[config.mk]
export PLATFORM = sky130hd
export DESIGN_NAME = wb_trace_buffer
export DESIGN_NICKNAME = d
export VERILOG_FILES = /design/src/rtl/riscv_trace_pkg.sv /design/src/rtl/trace_sync_fifo.sv /design/src/rtl/wb_trace_buffer.sv
export SDC_FILE = /design/constraint.sdc
export NUM_CORES = 1
export LEC_CHECK = 0
export CORE_AREA = 3 3 194 196
export CTS_CLUSTER_DIAMETER = 60
export DETAILED_ROUTE_END_ITERATION = 6
export DIE_AREA = 0 0 197 199
export HOLD_SLACK_MARGIN = 0.06
export MAX_ROUTING_LAYER = met4
export PLACE_DENSITY = 0.68
export SYNTH_ARGS = -nofsm -noshare
export SYNTH_HDL_FRONTEND = slang
export SYNTH_SLANG_ARGS = --single-unit
[constraint.sdc]
create_clock -name clk -period 10.4 [get_ports clk]
set_input_delay 2.08 -clock clk [delete_from_list [all_inputs] [get_ports clk]]
set_output_delay 2.08 -clock clk [all_outputs]
set_load 0.005 [all_outputs]
[src/rtl/riscv_trace_pkg.sv]
// Shared types and sizing for the register write-back trace path.
// Entries carry a wrapping 16-bit sequence number so downstream can detect drops.
package riscv_trace_pkg;

  localparam int SEQ_W         = 16;
  localparam int DEFAULT_DEPTH = 8;

  typedef struct packed {
    logic [SEQ_W-1:0] seq;
    logic [4:0]       reg_num;
    logic [31:0]      reg_data;
  } trace_entry_t;

endpackage

[src/rtl/trace_sync_fifo.sv]
// Single-clock FIFO of trace entries; head is visible the cycle after the push edge.
// Pushes beyond capacity are ignored unless a pop frees the slot in the same cycle.
module trace_sync_fifo
  import riscv_trace_pkg::*;
#(
  parameter int DEPTH = DEFAULT_DEPTH
) (
  input  logic                   clk,
  input  logic                   reset,
  input  logic                   push,
  input  trace_entry_t           push_entry,
  input  logic                   pop,
  output trace_entry_t           head,
  output logic                   empty,
  output logic                   full,
  output logic [$clog2(DEPTH):0] level
);

  localparam int AW = $clog2(DEPTH);

  logic [AW:0]  wr_ptr;
  logic [AW:0]  rd_ptr;
  logic         do_push;
  logic         do_pop;
  trace_entry_t mem [DEPTH];

  // Extra MSB distinguishes full from empty when the indices coincide.
  assign empty   = (wr_ptr == rd_ptr);
  assign full    = (wr_ptr[AW-1:0] == rd_ptr[AW-1:0]) && (wr_ptr[AW] != rd_ptr[AW]);
  assign level   = wr_ptr - rd_ptr;
  assign do_pop  = pop && !empty;
  assign do_push = push && (!full || do_pop);
  assign head    = mem[rd_ptr[AW-1:0]];

  always_ff @(posedge clk or negedge reset) begin
    if (!reset) begin
      wr_ptr <= '0;
      rd_ptr <= '0;
    end else begin
      if (do_push) wr_ptr <= wr_ptr + 1'b1;
      if (do_pop)  rd_ptr <= rd_ptr + 1'b1;
    end
  end

  // Storage is deliberately unreset; contents are don't-care while empty.
  always_ff @(posedge clk) begin
    if (do_push) mem[wr_ptr[AW-1:0]] <= push_entry;
  end

endmodule

[src/rtl/wb_trace_buffer.sv]
// Captures core register write-backs as sequenced trace entries; 1-cycle push-to-output.
// trace_valid/trace_ready handshake; events arriving while full are dropped and counted.
module wb_trace_buffer
  import riscv_trace_pkg::*;
#(
  parameter int DEPTH     = DEFAULT_DEPTH,
  parameter bit FILTER_X0 = 1'b1
) (
  input  logic                   clk,
  input  logic                   reset,
  input  logic                   wb_valid,
  input  logic [4:0]             wb_reg_num,
  input  logic [31:0]            wb_reg_data,
  output logic                   trace_valid,
  input  logic                   trace_ready,
  output logic [SEQ_W-1:0]       trace_seq,
  output logic [4:0]             trace_reg_num,
  output logic [31:0]            trace_reg_data,
  output logic [$clog2(DEPTH):0] level,
  output logic [SEQ_W-1:0]       overflow_count
);

  logic         is_event;
  logic         push;
  logic         pop;
  logic         full;
  logic         empty;
  logic [SEQ_W-1:0] seq_cnt;
  trace_entry_t push_entry;
  trace_entry_t head;

  assign is_event    = wb_valid && !(FILTER_X0 && (wb_reg_num == 5'd0));
  assign trace_valid = !empty;
  assign pop         = trace_valid && trace_ready;
  assign push        = is_event && (!full || pop);
  assign push_entry  = '{seq: seq_cnt, reg_num: wb_reg_num, reg_data: wb_reg_data};

  // Dropped events still consume a sequence number so the gap shows downstream.
  always_ff @(posedge clk or negedge reset) begin
    if (!reset) begin
      seq_cnt        <= '0;
      overflow_count <= '0;
    end else begin
      if (is_event) seq_cnt <= seq_cnt + 1'b1;
      if (is_event && !push && (overflow_count != '1))
        overflow_count <= overflow_count + 1'b1;
    end
  end

  trace_sync_fifo #(
    .DEPTH (DEPTH)
  ) u_fifo (
    .clk        (clk),
    .reset      (reset),
    .push       (push),
    .push_entry (push_entry),
    .pop        (pop),
    .head       (head),
    .empty      (empty),
    .full       (full),
    .level      (level)
  );

  assign trace_seq      = head.seq;
  assign trace_reg_num  = head.reg_num;
  assign trace_reg_data = head.reg_data;

endmodule

# [Word level (Yosys, flattened, before mapping)]
# Memories as Yosys holds them, arrays and structs flattened.
# Index checks and enable logic that the tools add are counted.
[classes] add_sub_neg=5 multipliers=0 div_mod_pow=0 order_cmp=0 eq_ne=4 shift=0 n_mux=2 bitwise=0 reduce_logical=15
[op_table] operator="16-bit by 1-bit adder with 16-bit output, second input constant" n=2
[op_table] operator="16-bit inequality test, second input constant" n=1
[op_table] operator="4-bit by 1-bit adder with 4-bit output, second input constant" n=2
[op_table] operator="1-bit logical AND" n=8
[op_table] operator="5-bit logical NOT" n=1
[op_table] operator="4-bit == test" n=1
[op_table] operator="1-bit logical NOT" n=4
[op_table] operator="4-bit subtractor" n=1
[op_table] operator="3-bit == test" n=1
[op_table] operator="1-bit logical OR" n=2
[op_table] operator="1-bit 2-to-1 mux" n=2
[op_table] operator="1-bit inequality test" n=1
[totals] reg_bits=40 latchBits=0 ramBits=424 mem_bits_ro=0 inputBits=41 mem_count=1
[mem_list] memory="u_fifo.mem" depth=8 word_bits=53 rd=1 rd_clocked_by_memory_dff=0 wr=1 line="trace_sync_fifo.sv:25" rtl="trace_entry_t mem [DEPTH];"

# [Depth between registers and ports, before layout]
# Gate-level depths: netlist of the first run.
[depth] ltp_word=8 ltp_mapped=10

# [Modules after synthesis]
# From an unflattened synthesis of the first run, not the netlist that was laid out.
[unflattened] hier_cells=915 area_unflattened_um2=17981.0
[by_module_without_submodules] mod="trace_sync_fifo" instances=1 cells_each=783 area_each_um2=16487.1 seq_area_each_um2=12932.4
[by_module_without_submodules] mod="wb_trace_buffer" instances=1 cells_each=132 area_each_um2=1493.9 seq_area_each_um2=800.8

# [Worst setup path before layout of the first run]
# No wires, ideal clock.
[synth_path] path_type="input to register" from="in wb_reg_num[3]" to="mem u_fifo.mem[0][0] (netlist name) (enable)" t_arrival_ns=6.327 required_ns=9.871 slack_ns=3.544 stages=5 path_cell_list="or4_1 o21ai_1 nor2_1 nand2_1 nor3_1"
[synth_via] elab_chain_cells=7
[synth_lines] item="from (decl)" line="wb_trace_buffer.sv:12" rtl="input logic [4:0] wb_reg_num,"
[synth_lines] item="5-bit logical NOT" line="wb_trace_buffer.sv:32" rtl="assign is_event = wb_valid && !(FILTER_X0 && (wb_reg_num == 5'd0));"
[synth_lines] item="1-bit logical NOT" line="wb_trace_buffer.sv:32"
[synth_lines] item="1-bit logical AND" line="wb_trace_buffer.sv:32"
[synth_lines] item="1-bit logical AND" line="wb_trace_buffer.sv:35" rtl="assign push = is_event && (!full || pop);"
[synth_lines] item="1-bit logical AND" line="trace_sync_fifo.sv:32" rtl="assign do_push = push && (!full || do_pop);"
[synth_lines] item="1-bit 2-to-1 mux" line="trace_sync_fifo.sv:47" rtl="if (do_push) mem[wr_ptr[AW-1:0]] <= push_entry;"
[synth_lines] item="1-bit 2-to-1 mux (not written as such)" line="trace_sync_fifo.sv:47"
[synth_lines] item="to (decl)" line="trace_sync_fifo.sv:25"
# Every way passes these cells.

# [Worst setup path after layout of the first run]
[layout_path] from="reg u_fifo.rd_ptr[0]" to="out trace_seq[9]"
[layout_via] elab_chain_cells=1
[layout_lines] item="from (decl)" line="trace_sync_fifo.sv:22" rtl="logic [AW:0] rd_ptr;"
[layout_lines] item="from (signal assigned)" line="trace_sync_fifo.sv:41" rtl="if (do_pop) rd_ptr <= rd_ptr + 1'b1;"
[layout_lines] item="memory read 8 x 53 bit"
[layout_lines] item="to (decl)" line="wb_trace_buffer.sv:16" rtl="output logic [SEQ_W-1:0] trace_seq,"
# Every way passes these cells.

==> results of run 1 <==
[through the flow]
step | setup WS [ns] | instance area (um^2) | instances
after global placement | 5.00 | 19700 | 1482
after CTS | 4.59 | 21100 | 1571
after floorplan | 3.54 | 17900 | 921
final | 4.72 | 21100 | 1571
after global routing | 4.41 | 21100 | 1571
after detailed placement | 4.90 | 19700 | 1482
[worst reg2reg max path, cell delays in order, from the launching register on]
cell and delay [ns]:
dfrtp_4 0.99, inv_1 0.11, ha_1 0.35, nand3_1 0.11
or3_4 0.17, nand3_1 0.28, nor3_2 0.81, buf_4 0.61
[logic make-up after synthesis]
group,synth area share
buffers and inverters,0.0104
adders and majority gates,0.00601
AOI/OAI and AO/OA,0.00238
DFF,0.767
and+or+nand+nor,0.0614
xor gates and xnor gates,0.0176
muxes,0.135
[routing by layer]
layer	vias to the layer above	GRT usage
met2	198	0.295
li1	3899	-
met1	4498	0.256
met3	51	0.0359
met4	0	0.0449
met5	-	-
[layout make-up]
| type | count | area share |
|---|---|---|
| Clock buffer | 61 | 0.0606 |
| Clock inverter | 28 | 0.0100 |
| Inverter | 10 | 0.00177 |
| Multi-Input combinational cell | 411 | 0.191 |
| Sequential cell | 464 | 0.650 |
| Tap cell | 468 | 0.0277 |
| Timing Repair Buffer | 129 | 0.0590 |
[sequential cells by signal, indices dropped and copies added, names as in the netlist]
| register | count |
|---|---|
| u_fifo.wr_ptr | 4 |
| u_fifo.rd_ptr | 4 |
| overflow_count | 16 |
| u_fifo.mem | 424 |
| seq_cnt | 16 |
[worst paths after layout]
path,from,end,depth (start not counted)
min in group asynchronous,reset,overflow_count[11],1
setup / recovery,u_fifo.rd_ptr[0],trace_seq[9],5
setup reg to reg,u_fifo.rd_ptr[1],u_fifo.mem[1][23],7
hold reg to reg,u_fifo.wr_ptr[3],u_fifo.wr_ptr[3],1
max in group asynchronous,reset,u_fifo.rd_ptr[0],1
hold / removal,u_fifo.wr_ptr[3],u_fifo.wr_ptr[3],1
[synth_stat cells, types with 2 or more instances]
cell type,n
nand2b_1,3
nand2_1,184
mux2_2,3
nor2_1,16
nor3_2,5
dfrtp_1,40
nand4_1,12
nor3_1,4
edfxtp_1,424
buf_1,7
clkbuf_1,18
buf_2,11
mux4_2,106
nand3_1,11
xor2_1,13
ha_1,7
xnor2_1,23
and4_1,5
and3_1,4
inv_1,9
o21ai_0,2
[layout by cell type, fill, tap and decap left out, drive strengths merged, types with 3 or more instances in the layout]
| master | instances |
|---|---|
| nand4 | 12 |
| xor2 | 13 |
| and4 | 5 |
| clkinvlp | 3 |
| nand3 | 11 |
| mux4 | 106 |
| nor2 | 16 |
| clkbuf | 61 |
| clkdlybuf4s50 | 113 |
| ha | 7 |
| inv | 14 |
| clkinv | 19 |
| nand2 | 184 |
| edfxtp | 424 |
| dfrtp | 40 |
| nor3 | 9 |
| mux2 | 3 |
| buf | 16 |
| nand2b | 3 |
| o21ai | 3 |
| and3 | 4 |
| xnor2 | 23 |
[report_power, final]
part           internal [mW]  total, mW  switching, mW  leakage (nW)
clock                  0.927       1.60          0.678         0.730
sequential              2.35       2.54          0.195          4.36
combinational          0.915       1.74          0.826          2.08
total                   4.19       5.89           1.70          7.17
==> flow_summary.json, run 1 <==
{
  "ys_seq_elements": 464,
  "final-seq-area_um2": 13700,
  "crit_fanout": 42,
  "fill_cells": 2692,
  "grt.total_usage": 0.186,
  "finalHoldViolations": 0,
  "antenna_left": 0,
  "grt_max_degree": 57,
  "insertion_delay_ns": 0.55,
  "vias": 8646,
  "io_buffer_count": 114,
  "hold_path_class": "flip-flop to flip-flop",
  "postSynthAreaPerCell_um2": 19.4,
  "grt_setup_unrepaired": "no",
  "cts_hold_buffers": 0,
  "timing.hold.ws_ns": 0.486,
  "power_density_nw_per_um2": 278,
  "cp_data_arrival_time_ns": 3.60,
  "drt-met1-wl_um": 15600,
  "top_layer_used": "met4",
  "post_cts_buffers": 0,
  "io_pins": 115,
  "crit_required_ns": 8.32,
  "slowest_delay_ns": 0.92,
  "synth_warnings": 0,
  "grt_first_pass_wirelength_um": 53600,
  "fp.dieH_um": 199,
  "synth_top_area_frac": 0.711,
  "drc_errors": 0,
  "synth-edff-count": 424,
  "run_status": "finished, final reports clean",
  "gp_congestion": 0.759,
  "num_rows": 70,
  "netlist-cell-type-count": 35,
  "path_delay_family": "buffers and inverters",
  "setup_viol": 0,
  "hpwl_um": 18400,
  "postRouteWirelength_um": 34600,
  "clock_sinks": 464,
  "peakVddDrop_v": 0.000129,
  "path_buf_inv": 2,
  "vias_per_cell": 5.50,
  "fin_util": 0.583,
  "wl_met2_um": 16700,
  "drtIter0Drc": 523,
  "synth_area_leaders": "edfxtp_1 71%, mux4_2 13%, dfrtp_1 5.6%",
  "finalPower_mw": 5.89,
  "critPathKind": "flip-flop to output pin",
  "setup_tns_ns": 0,
  "leakagePower_nw": 7.17,
  "reg2reg_setup_slack_ns": 6.55,
  "h-tree-depth": 2,
  "critical_path.endpoint_type": "output pin",
  "nets": 1113,
  "critPathMostFrequentCell": "nand2_1",
  "overflow": 0,
  "ys.flop_type": "edfxtp_1",
  "max_freq_ghz": 0.176,
  "slowest_stage": "dfrtp_4",
  "post_cts_resized": 0,
  "relSlewSlack": 0.363,
  "multi_input_area_um2": 4040,
  "layout-area-overhead-vs-synth_pct": 18.1,
  "finalMaxSlewViolations": 0,
  "synth_nets": 970,
  "wl_met3_um": 1680,
  "final.period_utilization": 0.546,
  "cts_buffers": 48,
  "first_pass_iters": 5,
  "root_buffer": "clkbuf_16",
  "grt_pass1_vias": 9189,
  "crit_path_start_kind": "flip-flop",
  "wire_per_inst_um": 22.0,
  "cap_violations": 0,
  "cts_tree": "done",
  "die_w_um": 197,
  "synthArstFlopShare": 0.0862,
  "cts_buffer_depth": 3,
  "ys_seq_area_frac": 0.767,
  "cp_cell_sequence": "buf_4 -> mux4_2 -> nand2_1 -> nand2_1 -> clkdlybuf4s50_1",
  "min_period_ns": 5.68,
  "syn_area_um2": 17900,
  "diodes": 0,
  "start_util": 0.494,
  "fin_skew_ns": 0.0103,
  "clkSlewWorstSetupHoldPaths_ns": 0.06,
  "layout-drive-gt1-share": 0.196,
  "synth_cells": 921,
  "coreArea_um2": 36300,
  "antenna_found_initial": 0,
  "die_area_um2": 39200,
  "synth_area_leader_cell": "edfxtp_1",
  "worst_slew_pin_slew_ns": 0.950
}
Note: power is estimated with default switching activity, not from simulation.
==> run 2: changes to the inputs <==
==> constraint.sdc (replaced) <==
create_clock -name clk -period 5.7 [get_ports clk]
set_input_delay 1.14 -clock clk [delete_from_list [all_inputs] [get_ports clk]]
set_output_delay 1.14 -clock clk [all_outputs]
set_load 0.005 [all_outputs]
==> run 2 against run 1 <==
Net effect: worst setup slack got worse by 3.5 ns; clock skew fell by 0.0029 ns; flip-flop and latch count did not move; final cell count fell by 0.19%; largest power group unchanged; clock power rose by 80%; global-route usage fell by 0.40 points; non-clock buffer count rose by 4; clock-buffer cell count did not move; combinational power rose by 83%.
==> flow_summary.json, run 2 (same netlist as run 1, synthesis figures left out) <==
{
  "cp_data_arrival_time_ns": 3.31,
  "pre_cts_slack_ns": 1.39,
  "critPathKind": "flip-flop to output pin",
  "dp_cells": 1486,
  "start_util": 0.494,
  "post_cts_resized": 0,
  "grt_pass1_vias": 9030,
  "power_density_nw_per_um2": 506,
  "num_rows": 70,
  "layout-drive-gt1-share": 0.194,
  "root_buffer": "clkbuf_16",
  "layout_commonest_cell": "edfxtp_1",
  "crit_path_start_kind": "flip-flop",
  "diodes": 0,
  "cap_violations": 0,
  "cp_cell_sequence": "buf_4 -> mux4_2 -> nand2_1 -> nand2_1 -> clkdlybuf4s50_1",
  "vias_per_cell": 5.58,
  "worst_slack_ns": 1.25,
  "critical_path.endpoint_type": "output pin",
  "grt_first_pass_wirelength_um": 53000,
  "insertion_delay_ns": 0.54,
  "antenna_left": 0,
  "slowest_delay_ns": 0.99,
  "die_area_um2": 39200,
  "final_cells": 1568,
  "fin_skew_ns": 0.00744,
  "critPathMostFrequentCell": "nand2_1",
  "grt_max_degree": 59,
  "gp_congestion": 0.757,
  "hpwl_um": 19100,
  "overflow": 0,
  "leakagePower_nw": 7.19,
  "min_period_ns": 4.45,
  "stdcell_area_um2": 21200,
  "post_cts_buffers": 0,
  "final.period_utilization": 0.780,
  "io_pins": 115,
  "slowest_stage": "dfrtp_4",
  "finalMaxSlewViolations": 0,
  "cts_hold_buffers": 0,
  "wire_per_inst_um": 21.7,
  "peakVddDrop_v": 0.000281,
  "timing.rr.start": "u_fifo.rd_ptr[1]",
  "p_sw_frac": 0.284,
  "setup_viol": 0,
  "hp-start": "u_fifo.rd_ptr[3]",
  "switching_power_mw": 3.05,
  "layout-area-overhead-vs-synth_pct": 18.3,
  "cts_buffers": 46,
  "startpoint": "u_fifo.rd_ptr[0]",
  "antenna_found_initial": 0,
  "worst_slew_pin_slew_ns": 0.945,
  "fp.dieH_um": 199,
  "cts_buffer_depth": 3,
  "drc_errors": 0,
  "vias": 8750,
  "relSlewSlack": 0.370,
  "grt.total_usage": 0.182,
  "nets": 1115,
  "run_status": "finished, final reports clean",
  "p_int_mw": 7.67,
  "clkSlewWorstSetupHoldPaths_ns": 0.06,
  "setup_tns_ns": 0,
  "clock_sinks": 464,
  "hold_path_class": "flip-flop to flip-flop",
  "postRouteWirelength_um": 34000,
  "crit_fanout": 42,
  "coreArea_um2": 36300,
  "max_freq_ghz": 0.225,
  "grt_setup_unrepaired": "no",
  "combPwrFrac": 0.297,
  "mostFrequentLayoutCells": "424 x edfxtp_1, 184 x nand2_1, 113 x clkdlybuf4s50_1, 106 x mux4_2, 47 x clkbuf_16",
  "cts_tree": "done",
  "crit_required_ns": 4.56,
  "finalHoldViolations": 0,
  "reg2reg_setup_slack_ns": 2.22,
  "p_clk_frac": 0.269,
  "drtIter0Drc": 666,
  "first_pass_iters": 4,
  "timing.hold.ws_ns": 0.493,
  "h-tree-depth": 2,
  "largest_reg_flops": 424,
  "io_buffer_count": 114,
  "place_area_um2": 19700,
  "die_w_um": 197,
  "pwr-share-seq": 0.434
}
run 2: path summary, 6_finish.rpt:
check / endpoint / depth (start not counted)
max in group asynchronous: u_fifo.rd_ptr[1] / 1
max reg2reg: u_fifo.mem[5][35] / 7
max: trace_reg_data[28] / 5
min reg2reg: u_fifo.rd_ptr[3] / 1
min: u_fifo.rd_ptr[3] / 1
min in group asynchronous: overflow_count[9] / 1
run 2: metal layers:
layer  global-route usage  wire (um)
met4               0.0375        455
met2                0.279      16300
met3               0.0330       1890
met1                0.264      15400
met5                    -          0
run 2: power by group through the flow:
stage	clock network, mW	logic (mW)	registers, mW
2_1_floorplan	0	1.96	4.50
3_3_place_gp	0	3.23	4.70
3_5_place_dp	0	3.25	4.73
4_1_cts	2.95	3.27	4.66
5_1_grt	3.08	3.48	4.71
6_report	2.88	3.19	4.65
run 2: per-stage QoR:
stage	total power, mW	util
3_3_place_gp	7.94	0.544
6_report	10.7	0.584
4_1_cts	10.9	0.584
5_1_grt	11.3	0.584
3_5_place_dp	7.97	0.544
2_1_floorplan	6.46	-
run 2: layout make-up:
cell class | count | area, um^2
multi-input cells | 411 | 4050
well taps | 468 | 586
inverters | 10 | 37.5
repair buffers | 133 | 1320
fillers | 2625 | 15100
clock buffers | 61 | 1270
flip-flops and latches | 464 | 13700
clock inverters | 21 | 184
run 2: worst max-delay path, delay by kind of cell (launching register included):
family / cells / cell delay, ns
DFF: 1 / 0.99
buffers and inverters: 2 / 0.98
muxes: 1 / 0.56
and+or+nand+nor: 2 / 0.19
==> run 3: changes to the inputs <==
--- a/config.mk
+++ b/config.mk
@@ -11,7 +11,7 @@
 export DIE_AREA = 0 0 197 199
 export HOLD_SLACK_MARGIN = 0.06
 export MAX_ROUTING_LAYER = met4
-export PLACE_DENSITY = 0.68
+export PLACE_DENSITY = 0.71
 export SYNTH_ARGS = -nofsm -noshare
 export SYNTH_HDL_FRONTEND = slang
 export SYNTH_SLANG_ARGS = --single-unit
==> constraint.sdc (replaced) <==
create_clock -name clk -period 4.05 [get_ports clk]
set_input_delay 0.81 -clock clk [delete_from_list [all_inputs] [get_ports clk]]
set_output_delay 0.81 -clock clk [all_outputs]
set_load 0.005 [all_outputs]
==> run 3 against run 2 <==
Net effect: combinational power up 49%; sequential power up 36%; core utilization up 0.64 points; critical endpoint is now trace_seq[9]; largest power group unchanged; highest routed layer unchanged.
==> flow_summary.json, run 3 (same netlist as run 1, synthesis figures left out) <==
{
  "run_status": "finished, final reports clean",
  "grt_setup_unrepaired": "no",
  "vias_per_cell": 5.55,
  "p_sw_frac": 0.285,
  "cap_violations": 0,
  "clkSlewWorstSetupHoldPaths_ns": 0.06,
  "vias": 8765,
  "insertion_delay_ns": 0.55,
  "layout_commonest_cell": "edfxtp_1",
  "fin_skew_ns": 0.0181,
  "met3_usage": 0.0376,
  "io_buffer_count": 114,
  "critical_path.endpoint_type": "output pin",
  "combPwrFrac": 0.308,
  "largest_reg_flops": 424,
  "crit_required_ns": 3.24,
  "mostFrequentLayoutCells": "424 x edfxtp_1, 184 x nand2_1, 113 x clkdlybuf4s50_1, 106 x mux4_2, 50 x clkbuf_16",
  "pwr-share-seq": 0.410,
  "overflow": 0,
  "final_cells": 1578,
  "final.period_utilization": 0.889,
  "p_int_mw": 11.0,
  "critPathMostFrequentCell": "nand2_1",
  "die_w_um": 197,
  "clock_sinks": 464,
  "cts_hold_buffers": 0,
  "root_buffer": "clkbuf_16",
  "use_met1": 0.256,
  "grt.total_usage": 0.191,
  "relSlewSlack": 0.360,
  "min_period_ns": 3.60,
  "dp_cells": 1486,
  "crit_path_start_kind": "flip-flop",
  "post_cts_resized": 0,
  "cts_buffer_depth": 3,
  "crit_fanout": 62,
  "leakagePower_nw": 7.25,
  "finalMaxSlewViolations": 0,
  "layout-area-overhead-vs-synth_pct": 19.6,
  "antenna_left": 0,
  "fin_util": 0.591,
  "coreArea_um2": 36300,
  "first_pass_iters": 5,
  "grt-busiest-layer": "met2",
  "grt_pass1_vias": 9484,
  "drc_errors": 0,
  "num_rows": 70,
  "use_met2": 0.310,
  "hpwl_um": 18600,
  "power_density_nw_per_um2": 721,
  "finalHoldViolations": 0,
  "slowest_delay_ns": 0.56,
  "worst_slew_pin_slew_ns": 0.957,
  "cts_tree": "done",
  "p_clk_frac": 0.282,
  "cp_cell_sequence": "buf_12 -> mux4_2 -> nand2_1 -> nand2_1 -> clkdlybuf4s50_1",
  "drtIter0Drc": 621,
  "max_freq_ghz": 0.278,
  "nets": 1117,
  "wire_per_inst_um": 22.2,
  "fp.dieH_um": 199,
  "grt_max_degree": 111,
  "peakVddDrop_v": 0.000638,
  "critPathKind": "flip-flop to output pin",
  "start_util": 0.494,
  "cts_buffers": 48,
  "h-tree-depth": 2,
  "finalPower_mw": 15.4,
  "postRouteWirelength_um": 35000,
  "switching_power_mw": 4.40,
  "grt_first_pass_wirelength_um": 55400,
  "cp_data_arrival_time_ns": 2.79,
  "layout-drive-gt1-share": 0.199,
  "gp_congestion": 0.792,
  "io_pins": 115,
  "post_cts_buffers": 0,
  "setup_viol": 0,
  "slowest_stage": "mux4_2",
  "die_area_um2": 39200,
  "antenna_found_initial": 1,
  "hold_path_class": "primary input to asynchronous set/reset pin",
  "fill_cells": 2607
}
==> run 3: changes by cell type in the layout (fill, tap and decap cells not counted), moves of 2 or more <==
cell        delta
clkbuf_8       -4
buf_4          -8
clkbuf_1       +4
bufinv_16      +2
buf_12         +8
diode_2        +2
clkinvlp_4     +7
clkinv_1       -3
clkinv_2       -2
clkbuf_16      +3
==> run 3: power by group through the flow <==
stage / registers [mW] / clock network [mW] / logic (mW)
global placement: 6.39 / 0 / 4.83
CTS: 6.34 / 4.44 / 4.89
finish: 6.33 / 4.36 / 4.76
floorplan: 6.32 / 0 / 2.77
detailed placement: 6.43 / 0 / 4.86
global route: 6.40 / 4.64 / 5.22
==> run 3: routing by layer <==
layer / wire length [um] / up-vias
met2: 17500 / 232
li1: - / 3928
met5: 0 / -
met3: 1860 / 38
met4: 436 / 0
met1: 15200 / 4567
==> run 3: critical path: cells and delay by family (launching register included) <==
kind | cells | cell delay, ns
muxes | 1 | 0.56
buffers and inverters | 2 | 0.92
DFF | 1 | 0.50
and+or+nand+nor | 2 | 0.24
==> run 3: cell type report <==
cell class,count,area [um^2],share of cell area
inverters,10,37.5,0.00175
diodes,2,5.00,0.000234
clock inverters,26,277,0.0129
flip-flops and latches,464,13700,0.642
multi-input cells,411,4050,0.189
well taps,468,586,0.0273
repair buffers,133,1420,0.0661
clock buffers,64,1300,0.0609
==> run 3: through the flow <==
stage | setup TNS, ns | hold slack (ns) | area (um^2) | setup slack, ns
2_1_floorplan | -159.01 | 0.462 | 17900 | -0.853
3_3_place_gp | 0 | 0.495 | 19800 | 0.292
3_5_place_dp | 0 | 0.496 | 19800 | 0.202
4_1_cts | 0 | 0.424 | 21400 | 0.339
5_1_grt | 0 | 0.461 | 21400 | 0.196
6_report | 0 | 0.388 | 21400 | 0.448
==> run 3: worst paths after layout <==
kind	from	to	slack, ns	depth (start not counted)
worst max-delay path	u_fifo.rd_ptr[0]	trace_seq[9]	0.45	5
worst min-delay path	reset	overflow_count[10]	0.39	1
worst max register to register	u_fifo.wr_ptr[2]	u_fifo.mem[4][11]	1.03	7
worst min register to register	u_fifo.rd_ptr[3]	u_fifo.rd_ptr[3]	0.50	1
max in group asynchronous	reset	u_fifo.rd_ptr[0]	2.96	1
min in group clk	u_fifo.rd_ptr[3]	u_fifo.rd_ptr[3]	0.50	1
